$ cat src/rtl/teclado_display_ctrl.sv
// Front-panel controller: 4x4 keypad scanner, 3-digit 7-segment multiplexer and R/G/B motor sequencer.
// Optional macro KEYPAD_HEX_KEYS_EN reports the A-D, * and # keys (codes 10-15) as well as 0-9.
module teclado_display_ctrl #(
    parameter int TICK_DIV = 5_000_000
) (
    input  logic       clk,
    input  logic       reset,
    input  logic [3:0] fila,
    output logic [3:0] col,
    output logic [4:0] digito,
    output logic       cambio_digito,
    input  logic [4:0] c,
    input  logic [4:0] d,
    input  logic [4:0] u,
    output logic [6:0] segmentos,
    output logic [2:0] enable,
    input  logic       enter,
    input  logic       RGB_full,
    input  logic [2:0] flags,
    output logic [2:0] Motores
);

    // state    | meaning
    // ---------+---------------------------------------------
    // ST_IDLE  | waiting for memory to hold a full R/G/B set
    // ST_READY | set complete, waiting for an enter edge
    // ST_RUN_R | red motor on until flags[0]
    // ST_RUN_G | green motor on until flags[1]
    // ST_RUN_B | blue motor on until flags[2]
    typedef enum logic [2:0] {
        ST_IDLE,
        ST_READY,
        ST_RUN_R,
        ST_RUN_G,
        ST_RUN_B
    } fsm_state_e;

    typedef enum logic {
        KP_SCAN,
        KP_HELD
    } kp_state_e;

    localparam int CW = (TICK_DIV > 1) ? $clog2(TICK_DIV) : 1;
    localparam logic [CW-1:0] TICK_LAST = CW'(TICK_DIV - 1);

    function automatic logic [6:0] seg_pat(input logic [4:0] v);
        case (v)
            5'd0:    seg_pat = 7'b1000000;
            5'd1:    seg_pat = 7'b1111001;
            5'd2:    seg_pat = 7'b0100100;
            5'd3:    seg_pat = 7'b0110000;
            5'd4:    seg_pat = 7'b0011001;
            5'd5:    seg_pat = 7'b0010010;
            5'd6:    seg_pat = 7'b0000010;
            5'd7:    seg_pat = 7'b1111000;
            5'd8:    seg_pat = 7'b0000000;
            5'd9:    seg_pat = 7'b0010000;
            default: seg_pat = 7'b0111111;
        endcase
    endfunction

    // ---------------- tick generator ----------------
    logic [CW-1:0] tick_cnt_q, tick_cnt_d;
    logic          tick;

    always_comb begin
        tick       = (tick_cnt_q == TICK_LAST);
        tick_cnt_d = tick ? '0 : tick_cnt_q + 1'b1;
    end

    always_ff @(posedge clk) begin
        if (reset) tick_cnt_q <= '0;
        else       tick_cnt_q <= tick_cnt_d;
    end

    // ---------------- keypad ----------------
    kp_state_e  kp_state_q, kp_state_d;
    logic [3:0] col_q, col_d;
    logic [4:0] digito_q, digito_d;
    logic       cambio_q, cambio_d;
    logic [1:0] row_idx, col_idx;
    logic [4:0] key_code;
    logic       key_report;
    logic       no_key;

    always_comb begin
        no_key = (fila == 4'hF);
        // lowest-index active row wins when several keys share a column
        if      (!fila[0]) row_idx = 2'd0;
        else if (!fila[1]) row_idx = 2'd1;
        else if (!fila[2]) row_idx = 2'd2;
        else               row_idx = 2'd3;
        case (col_q)
            4'b1101: col_idx = 2'd1;
            4'b1011: col_idx = 2'd2;
            4'b0111: col_idx = 2'd3;
            default: col_idx = 2'd0;
        endcase
        case ({row_idx, col_idx})
            4'h0: key_code = 5'd1;
            4'h1: key_code = 5'd2;
            4'h2: key_code = 5'd3;
            4'h3: key_code = 5'd10;
            4'h4: key_code = 5'd4;
            4'h5: key_code = 5'd5;
            4'h6: key_code = 5'd6;
            4'h7: key_code = 5'd11;
            4'h8: key_code = 5'd7;
            4'h9: key_code = 5'd8;
            4'hA: key_code = 5'd9;
            4'hB: key_code = 5'd12;
            4'hC: key_code = 5'd14;
            4'hD: key_code = 5'd0;
            4'hE: key_code = 5'd15;
            default: key_code = 5'd13;
        endcase
    end

`ifdef KEYPAD_HEX_KEYS_EN
    assign key_report = 1'b1;
`else
    assign key_report = (key_code < 5'd10);
`endif

    always_comb begin
        kp_state_d = kp_state_q;
        col_d      = col_q;
        digito_d   = digito_q;
        cambio_d   = 1'b0;
        case (kp_state_q)
            KP_SCAN: begin
                if (tick) begin
                    if (no_key) begin
                        col_d = {col_q[2:0], col_q[3]};
                    end else begin
                        kp_state_d = KP_HELD;
                        if (key_report) begin
                            digito_d = key_code;
                            cambio_d = 1'b1;
                        end
                    end
                end
            end
            default: begin
                if (tick && no_key) kp_state_d = KP_SCAN;
            end
        endcase
    end

    always_ff @(posedge clk) begin
        if (reset) begin
            kp_state_q <= KP_SCAN;
            col_q      <= 4'b1110;
            digito_q   <= 5'd31;
            cambio_q   <= 1'b0;
        end else begin
            kp_state_q <= kp_state_d;
            col_q      <= col_d;
            digito_q   <= digito_d;
            cambio_q   <= cambio_d;
        end
    end

    assign col           = col_q;
    assign digito        = digito_q;
    assign cambio_digito = cambio_q;

    // ---------------- display multiplexer ----------------
    logic [1:0] dig_idx_q, dig_idx_d;
    logic [2:0] enable_q, enable_d;
    logic [6:0] seg_q, seg_d;
    logic [4:0] disp_val;

    always_comb begin
        dig_idx_d = dig_idx_q;
        enable_d  = enable_q;
        seg_d     = seg_q;
        case (dig_idx_q)
            2'd0:    disp_val = u;
            2'd1:    disp_val = d;
            default: disp_val = c;
        endcase
        if (tick) begin
            case (dig_idx_q)
                2'd0:    enable_d = 3'b110;
                2'd1:    enable_d = 3'b101;
                default: enable_d = 3'b011;
            endcase
            seg_d     = seg_pat(disp_val);
            dig_idx_d = (dig_idx_q == 2'd2) ? 2'd0 : dig_idx_q + 2'd1;
        end
    end

    always_ff @(posedge clk) begin
        if (reset) begin
            dig_idx_q <= 2'd0;
            enable_q  <= 3'b110;
            seg_q     <= 7'b1111111;
        end else begin
            dig_idx_q <= dig_idx_d;
            enable_q  <= enable_d;
            seg_q     <= seg_d;
        end
    end

    assign enable    = enable_q;
    assign segmentos = seg_q;

    // ---------------- enter synchronizer ----------------
    logic ent_s1_q, ent_s1_d;
    logic ent_s2_q, ent_s2_d;
    logic ent_prev_q, ent_prev_d;
    logic enter_rise;

    always_comb begin
        ent_s1_d   = enter;
        ent_s2_d   = ent_s1_q;
        ent_prev_d = ent_s2_q;
        enter_rise = ent_s2_q & ~ent_prev_q;
    end

    always_ff @(posedge clk) begin
        if (reset) begin
            ent_s1_q   <= 1'b0;
            ent_s2_q   <= 1'b0;
            ent_prev_q <= 1'b0;
        end else begin
            ent_s1_q   <= ent_s1_d;
            ent_s2_q   <= ent_s2_d;
            ent_prev_q <= ent_prev_d;
        end
    end

    // ---------------- motor sequencer ----------------
    fsm_state_e state_q, state_d;

    always_ff @(posedge clk) begin
        if (reset) state_q <= ST_IDLE;
        else       state_q <= state_d;
    end

    always_comb begin
        state_d = state_q;
        Motores = 3'b000;
        case (state_q)
            ST_IDLE: begin
                if (RGB_full) state_d = ST_READY;
            end
            ST_READY: begin
                if (!RGB_full)      state_d = ST_IDLE;
                else if (enter_rise) state_d = ST_RUN_R;
            end
            ST_RUN_R: begin
                Motores = 3'b001;
                if (flags[0]) state_d = ST_RUN_G;
            end
            ST_RUN_G: begin
                Motores = 3'b010;
                if (flags[1]) state_d = ST_RUN_B;
            end
            ST_RUN_B: begin
                Motores = 3'b100;
                if (flags[2]) state_d = ST_IDLE;
            end
            default: state_d = ST_IDLE;
        endcase
    end

endmodule

$ cat config.mk
export PLATFORM = sky130hd
export DESIGN_NAME = teclado_display_ctrl
export DESIGN_NICKNAME = d
export VERILOG_FILES = /design/src/rtl/teclado_display_ctrl.sv
export SDC_FILE = /design/constraint.sdc
export NUM_CORES = 1
export LEC_CHECK = 0
export ABC_AREA = 1
export CAP_MARGIN = 40
export CORE_MARGIN = 8
export CORE_UTILIZATION = 37
export CTS_BUF_LIST = sky130_fd_sc_hd__clkbuf_16
export CTS_CLUSTER_DIAMETER = 40
export DETAILED_ROUTE_END_ITERATION = 16
export GPL_TIMING_DRIVEN = 0
export SLEW_MARGIN = 10
export SYNTH_ARGS = -nofsm -noshare
export SYNTH_HDL_FRONTEND = slang
export SYNTH_SLANG_ARGS = --single-unit
$ cat constraint.sdc
create_clock -name clk -period 3.63 [get_ports clk]
set_input_delay 0.726 -clock clk [delete_from_list [all_inputs] [get_ports clk]]
set_output_delay 0.726 -clock clk [all_outputs]
set_load 0.02 [all_outputs]
Word level (Yosys, flattened, before mapping). Memory sizes are Yosys's and may differ from the RTL's. Index checks and enable logic that the tools add are counted.

Logic and storage cells: 67. Input bits: 26. Register bits: 52. ROM bits: 176. Memories: 2. Output and inout port bits: 23.

Add/subtract/negate cells: 2. Multiplexer cells: 21. Bitwise operators: 5. Equal/unequal tests: 16. $lt $le $gt $ge: 1. Reduce and logical (&&, ||, !) cells: 8.

Memories: (name not given) (depth 16, bits a word 7, rd ports 1, clocked after memory_dff 0, wr ports 0, RTL line 47) `case (v)`; (name not given) (depth 16, bits a word 4, rd ports 1, clocked after memory_dff 0, wr ports 0, RTL line 99) `case ({row_idx, col_idx})`.

Operator list (number): $add A23 B1 Y23 const B (1); $eq A23 B23 Y1 const B (1); $mux W3 (6); $pmux W3 S5 (1); $eq A4 B4 Y1 const B (3); $pmux W5 S2 (1); $pmux W3 S3 (1); $ne A2 B2 Y1 const B (4); $mux W7 (1); $eq A3 B2 Y1 const B (2); $mux W1 (6); $mux W2 (3); $pmux W2 S3 (1); $pmux W3 S2 (1); $lt A5 B4 Y1 const B (1); $reduce_and A5 Y1 (1); $eq A4 B3 Y1 const B (1); $not A1 Y1 (4); $reduce_and A4 Y1 (1); $reduce_or A4 Y1 (1); $eq A3 B1 Y1 const B (1); $eq A3 B3 Y1 const B (1); $logic_not A3 Y1 (1); $ne A3 B3 Y1 const B (1); other kinds (8) (8).

Depth between registers and ports, before layout. Gate-level depths: netlist (run 1). An unclocked memory read counts as a cell.

Depth in word-level cells: 6. Depth in mapped cells: 14. Depth with buffers taken out: 14.

Worst setup path after synthesis (run 1). Ideal clock, no wire load.

Path kind: register -> register. Start: reg col_q[3], in the netlist col[3]. End: reg digito_q[0], in the netlist digito[0]. Path buffers: 0. Stages on the path, launching flop included: 13. Required time: 3.497 ns. Slack: 1.644 ns. Arrival: 1.853 ns. Cell sequence: dfxtp_1 -> nand2_1 -> a21oi_1 -> inv_1 -> ha_1 -> nand2_1 -> nand2_1 -> a21oi_1 -> nand3_1 -> nand2_1 -> nand2_1 -> nand2_1 -> nand3_1.

Word-level cells in the longest chain between the ends: 5. Elaborated cells between the ends (all ways): 7. Those cells by class: 1 x order compare; 3 x eq/ne; 1 x mux; 1 x reduce/logical; 1 x memory.

Ends and longest elaborated chain: start: declaration (RTL line 78) `logic [3:0] col_q, col_d;`; start signal: assignment (RTL line 158) `col_q <= col_d;`; $eq A4 B3 Y1 or $eq A4 B4 Y1 (tied branches) (RTL line 93) `case (col_q)`; $pmux W2 S3 (*) (RTL line 93); $mem_v2 Z16 W4 (*); $lt A5 B4 Y1 (RTL line 122) `assign key_report = (key_code < 5'd10);`; $reduce_and A4 Y1 (no source line); end signal: assignment (RTL line 159) `digito_q <= digito_d;`; end: declaration (RTL line 79) `logic [4:0] digito_q, digito_d;`.

Every way passes the cells marked *; elsewhere a longest branch is shown, timed or not. A chain may end at the register's enable or synchronous reset.

Worst setup path after layout (run 1).
Start: reg state_q[0]. End: out Motores[1].

Word-level cells in the longest chain between the ends: 2. Elaborated cells between the ends (all ways): 4. Those cells by class: 3 x eq/ne; 1 x mux.

Ends and longest elaborated chain: start: declaration (RTL line 235) `fsm_state_e state_q, state_d;`; start signal: assignment (RTL line 239) `else state_q <= state_d;`; $eq A3 B3 Y1 or $eq A3 B2 Y1 (tied branches) (RTL line 245) `case (state_q)`; $pmux W3 S3 (*) (RTL line 245); end: declaration (RTL line 20) `output logic [2:0] Motores`.

Marks and branches as above.

==> results of run 1 <==
## kinds of logic after synthesis
family | after synthesis | share of synthesized area (%)
xor gates and xnor gates | 5 | 1.53
adders and majority gates | 10 | 4.37
DFF | 52 | 36.3
and+or+nand+nor | 217 | 36.2
buffers and inverters | 73 | 10.0
AOI/OAI and AO/OA | 56 | 11.5
## path summary, 6_finish.rpt
path	startpoint	endpoint	slack, ps	cells after the start
max reg2reg	col[3]	digito[0]	1400	13
min	ent_s1_q	ent_prev_d	410	2
max	state_q[0]	Motores[1]	1120	3
min reg2reg	ent_s1_q	ent_prev_d	410	2
## registers in the layout, summed over array words and instances (netlist names), named ones only
signal         count
digito             5
cambio_digito      1
col                4
state_q            3
ent_prev_q         1
enable             3
ent_s1_q           1
ent_prev_d         1
segmentos          7
tick_cnt_q        23
dig_idx_q          2
## cell type report
type	instances	area [um^2]
Buffer	5	31.3
Clock inverter	3	42.5
Tap cell	102	128
Clock buffer	5	125
Sequential cell	52	1040
Timing Repair Buffer	47	470
Inverter	68	255
Fill cell	791	3980
Multi-Input combinational cell	288	1540
## routing by layer
layer,vias up,share of wire [%]
met3,5,6.8
met1,1181,47
met4,0,0.76
met2,47,46
li1,1433,-
met5,-,0
## layout by cell type, fill, tap and decap left out, drive strengths merged
cell type and count:
nand2 91, inv 68, nor2 54, dfxtp 52
clkdlybuf4s50 47, nand3 35, a21oi 29, nor3 17
ha 10, o211ai 9, nand4 9, o21ai 9
or2 8, clkbuf 7, o21a 4, xnor2 3
buf 3, xor2 2, o21bai 2, nand3b 2
o22ai 1, a31oi 1, nor4 1, o31ai 1
clkinv 1, clkinvlp 1, bufinv 1
## power by group through the flow
stage | clock (mW) | combinational [mW] | sequential, mW
floorplan | 0 | 0.113 | 0.609
global placement | 0 | 0.176 | 0.611
detailed placement | 0 | 0.176 | 0.611
CTS | 0.547 | 0.177 | 0.598
global route | 0.575 | 0.199 | 0.602
finish | 0.533 | 0.176 | 0.599
## critical path, cell delays in order (launching register included)
cell,delay (ps)
dfxtp_1,400
inv_1,70
nor3_1,330
clkdlybuf4s50_1,680
## stage by stage
stage | hold slack [ps] | cells | area, um^2 | util, % | power, mW
2_1_floorplan | 388 | 413 | 2870 | - | 0.722
3_3_place_gp | 389 | 562 | 3460 | 45.5 | 0.787
3_5_place_dp | 412 | 562 | 3460 | 45.5 | 0.788
4_1_cts | 419 | 570 | 3630 | 47.7 | 1.32
5_1_grt | 437 | 570 | 3630 | 47.7 | 1.38
6_report | 411 | 570 | 3630 | 47.7 | 1.31
==> flow_summary.json, run 1 <==
{
  "outcome": "finished, final reports clean",
  "pwr-share-comb_pct": 13.4,
  "grt_pass1_wl_mm": 11.4,
  "power_frac_clock_pct": 40.8,
  "hpwl_mm": 5.20,
  "drive_gt1_share_pct": 9.83,
  "antenna_found_initial": 0,
  "rows": 32,
  "ios": 49,
  "drt_iter0_markers": 84,
  "critPathCaptureType": "primary output",
  "start_util_pct": 37.7,
  "crit_path_max_fanout": 5,
  "yosys_warnings": 0,
  "rsz0062_at_grt": "false",
  "cts_resized": 0,
  "slew_viol_final": 0,
  "seqPwrFrac_pct": 45.8,
  "yosys.area.top_type": "dfxtp_1",
  "netlist_instances": 413,
  "maxCapViolCount": 0,
  "cts_max_level": 2,
  "yosysUniqueCellTypes": 36,
  "nNetsFinal": 503,
  "max_freq_ghz": 0.399,
  "area_growth_pct": 26.7,
  "die_w_um": 104,
  "p_leak_nw": 1.56,
  "overflow": 0,
  "ys.flop_type": "dfxtp_1",
  "met1_usage_pct": 14.4,
  "drtPass1Iterations": 4,
  "ir_worst_vdd_v": 0.000226,
  "cts_hold_buf": 0,
  "cp-start-kind": "flop",
  "netlist_area_um2": 2870,
  "crit_arrival_ps": 1780,
  "num_vias": 2666,
  "worst_slew_pin_slew_ps": 488,
  "powerDensity_nw_per_um2": 360,
  "worst-setup-path-type": "flop to primary output",
  "finalCritPeriodShare_pct": 69.1,
  "async_reset_ff_share_pct": 0,
  "post_drt_via_cell_ratio": 4.68,
  "die_area_um2": 10800,
  "swShare_pct": 24.4,
  "synth.area.top_cells": "dfxtp_1, nand2_1, inv_1, nor2_1, nand3_1",
  "core_um2": 7610,
  "ys_ff_latch": 52,
  "synth_nets": 449,
  "remaining_drc_errors": 0,
  "grt-busiest-layer": "met2",
  "synth_top_area_share_pct": 36.3,
  "clk_latency_ps": 290,
  "relSlewSlack_pct": 67.5,
  "cts_sinks": 52,
  "port_buffers": 47,
  "diodes": 0,
  "post-place-ws_ps": 1140,
  "grt.met3_usage_pct": 4.71,
  "die_h_um": 104,
  "finalCriticalPeriod_ps": 2510,
  "routed_wl_mm": 6.42,
  "setup_viol_count_final": 0,
  "root_buffer": "clkbuf_16",
  "internal-power_mw": 0.988,
  "min_path_type": "flop to flop",
  "synth_edf_count": 0,
  "met2_usage_pct": 20.2,
  "ys_seq_area_share_pct": 36.3,
  "path_clk_slew_ps": 70,
  "cts.path.max_buffers": 2,
  "post-cts-setup-buffers": 0,
  "routedWlPerCell_um": 11.3,
  "p_switching_mw": 0.319,
  "setup_ws_ps": 1120,
  "cts-buffers-inserted": 5,
  "grt_use_total_pct": 12.2,
  "finalHoldViolCount": 0,
  "worstPathRequired_ps": 2900,
  "ant_nets": 0,
  "synth.most_common_cell": "nand2_1",
  "syn_area_per_cell_um2": 6.94,
  "cts_tree": "built",
  "yosys-top-cells-count": "nand2_1, inv_1, dfxtp_1",
  "place_congestion": 0.867,
  "fin_skew_ps": 8.20,
  "grt_pass1_vias": 2598,
  "setup_tns_ps": 0,
  "grt_max_degree": 17
}
Power figures use the tool's default switching activity.
==> run 2, diff against run 1 <==
clock period = 2.2 ns   (was 3.63 ns; I/O delays follow)
==> run 2 against run 1 <==
Effect of this change:
- combinational power is 64% higher
- die area did not move
- worst setup slack worse by 900 ps
- total power is 65% higher
- critical endpoint is now digito[0]
- sequential cell count unchanged
- hold slack barely moved
- non-clock buffer count increased by 3
- clock power up 65%
- first-iteration DRC count increased by 23%
==> flow_summary.json, run 2 (same netlist as run 1, synthesis figures left out) <==
{
  "setup_ws_ps": 226,
  "final_area_um2": 3670,
  "ios": 49,
  "slew_viol_final": 0,
  "diodes": 0,
  "remaining_drc_errors": 0,
  "min_path_type": "flop to flop",
  "grt_use_total_pct": 12.2,
  "critPathCaptureType": "flop",
  "cts.path.max_buffers": 2,
  "seqPwrFrac_pct": 45.8,
  "nNetsFinal": 506,
  "core_um2": 7610,
  "drt_iter0_markers": 103,
  "routedWlPerCell_um": 11.3,
  "finalHoldViolCount": 0,
  "cp-start-kind": "flop",
  "clk_latency_ps": 290,
  "path_clk_slew_ps": 70,
  "die_w_um": 104,
  "setup_viol_count_final": 0,
  "start_util_pct": 37.7,
  "drtPass1Iterations": 4,
  "grt_pass1_vias": 2607,
  "die_area_um2": 10800,
  "worstPathRequired_ps": 2350,
  "drive_gt1_share_pct": 11.5,
  "overflow": 0,
  "relSlewSlack_pct": 67.7,
  "largest_reg_flops": 23,
  "post_dp_cell_area_um2": 3460,
  "root_buffer": "clkbuf_16",
  "num_vias": 2681,
  "crit_path_max_fanout": 6,
  "rows": 32,
  "ir_worst_vdd_v": 0.000372,
  "post-place-ws_ps": -2.37,
  "crit_arrival_ps": 2130,
  "finalHoldWorstSlack_ps": 412,
  "p_switching_mw": 0.527,
  "top_register": "tick_cnt_q",
  "cts_tree": "built",
  "final_common_cell": "nand2_1",
  "finalCritPeriodShare_pct": 89.7,
  "port_buffers": 47,
  "worst-setup-path-type": "flop to flop",
  "antenna_found_initial": 0,
  "internal-power_mw": 1.63,
  "hpwl_mm": 5.20,
  "max_freq_ghz": 0.507,
  "area_growth_pct": 28.1,
  "outcome": "finished, final reports clean",
  "pwr-share-comb_pct": 13.4,
  "grt_pass1_wl_mm": 11.4,
  "post_drt_via_cell_ratio": 4.68,
  "ant_nets": 0,
  "powerDensity_nw_per_um2": 587,
  "die_h_um": 104,
  "fin_skew_ps": 8.16,
  "rsz0062_at_grt": "false",
  "place_congestion": 0.867,
  "worst_slew_pin_slew_ps": 485,
  "power_frac_clock_pct": 40.8,
  "p_leak_nw": 1.61,
  "cts_max_level": 2,
  "finalCriticalPeriod_ps": 1970,
  "routed_wl_mm": 6.45,
  "final_cell_mix": "nand2_1, inv_1, dfxtp_1",
  "cts_sinks": 52,
  "final_util_pct": 48.2,
  "swShare_pct": 24.4,
  "maxCapViolCount": 0,
  "grt_max_degree": 17,
  "cts-buffers-inserted": 5,
  "setup_tns_ps": 0
}
run 2: changes by cell type in the layout (fill, tap and decap cells not counted), moves of 2 or more:
cell and delta:
dlymetal6s2s_1 +2, a21oi_2 +2, clkdlybuf4s50_1 -3, dfxtp_1 -2
dfxtp_2 +2, a21oi_1 -2, buf_4 +3
run 2: what timing repair did:
| item | in CTS | in global routing |
|---|---|---|
| pin swaps | 0 | 1 |
| hold buffers | 0 | 0 |
| endpoints found under the setup margin | 4 | 8 |
| gates resized for setup | 2 | 6 |
| setup buffers | 0 | 3 |
| cloned | 0 | 0 |
run 2: path summary, 6_finish.rpt:
| path | from | end | slack, ps | cells past startpoint |
|---|---|---|---|---|
| worst min-delay path | ent_s1_q | ent_prev_d | 410 | 2 |
| worst max-delay path | col[2] | digito[0] | 230 | 12 |
| worst min register to register | ent_s1_q | ent_prev_d | 410 | 2 |
| worst max register to register | col[2] | digito[0] | 230 | 12 |
run 2: power by group through the flow:
stage | combinational, mW | clock (mW) | sequential [mW]
floorplan | 0.186 | 0 | 1.00
global placement | 0.290 | 0 | 1.01
detailed placement | 0.291 | 0 | 1.01
CTS | 0.289 | 0.903 | 0.987
global route | 0.327 | 0.948 | 0.994
finish | 0.289 | 0.879 | 0.988
run 2: cell type report:
type	instances	area (um^2)
Fill cell	796	3940
Clock buffer	5	125
Timing Repair Buffer	50	497
Inverter	68	255
Multi-Input combinational cell	288	1550
Tap cell	102	128
Clock inverter	3	42.5
Sequential cell	52	1040
Buffer	5	31.3
run 2: per-layer routing:
| metal | global-route usage, % | wire, um | up-vias |
|---|---|---|---|
| li1 | - | - | 1442 |
| met1 | 14.4 | 2980 | 1184 |
| met2 | 20.3 | 2990 | 50 |
| met3 | 4.71 | 430 | 5 |
| met4 | 3.00 | 49 | 0 |
| met5 | 0 | 0 | - |
run 2: worst max-delay path, cell delays in order (launching register included):
cell and delay, ps:
dfxtp_1 340, inv_1 100, nand2_1 100, a21oi_2 170
inv_1 100, ha_1 200, inv_1 50, nand3_1 90
a31oi_1 260, nand2_2 140, buf_4 160, nand3_1 70
nand3_1 80
run 2: stage by stage:
step / power [mW] / cells
after floorplan: 1.19 / 413
after global placement: 1.30 / 562
after detailed placement: 1.30 / 562
after CTS: 2.18 / 570
after global routing: 2.27 / 573
final: 2.16 / 573
==> run 3, diff against run 2 <==
CTS_CLUSTER_SIZE = 12   (was default)
GPL_ROUTABILITY_DRIVEN = 1   (was default)
==> results of run 3 <==
The final DEF is identical to that of run 2; final timing and power are the same.
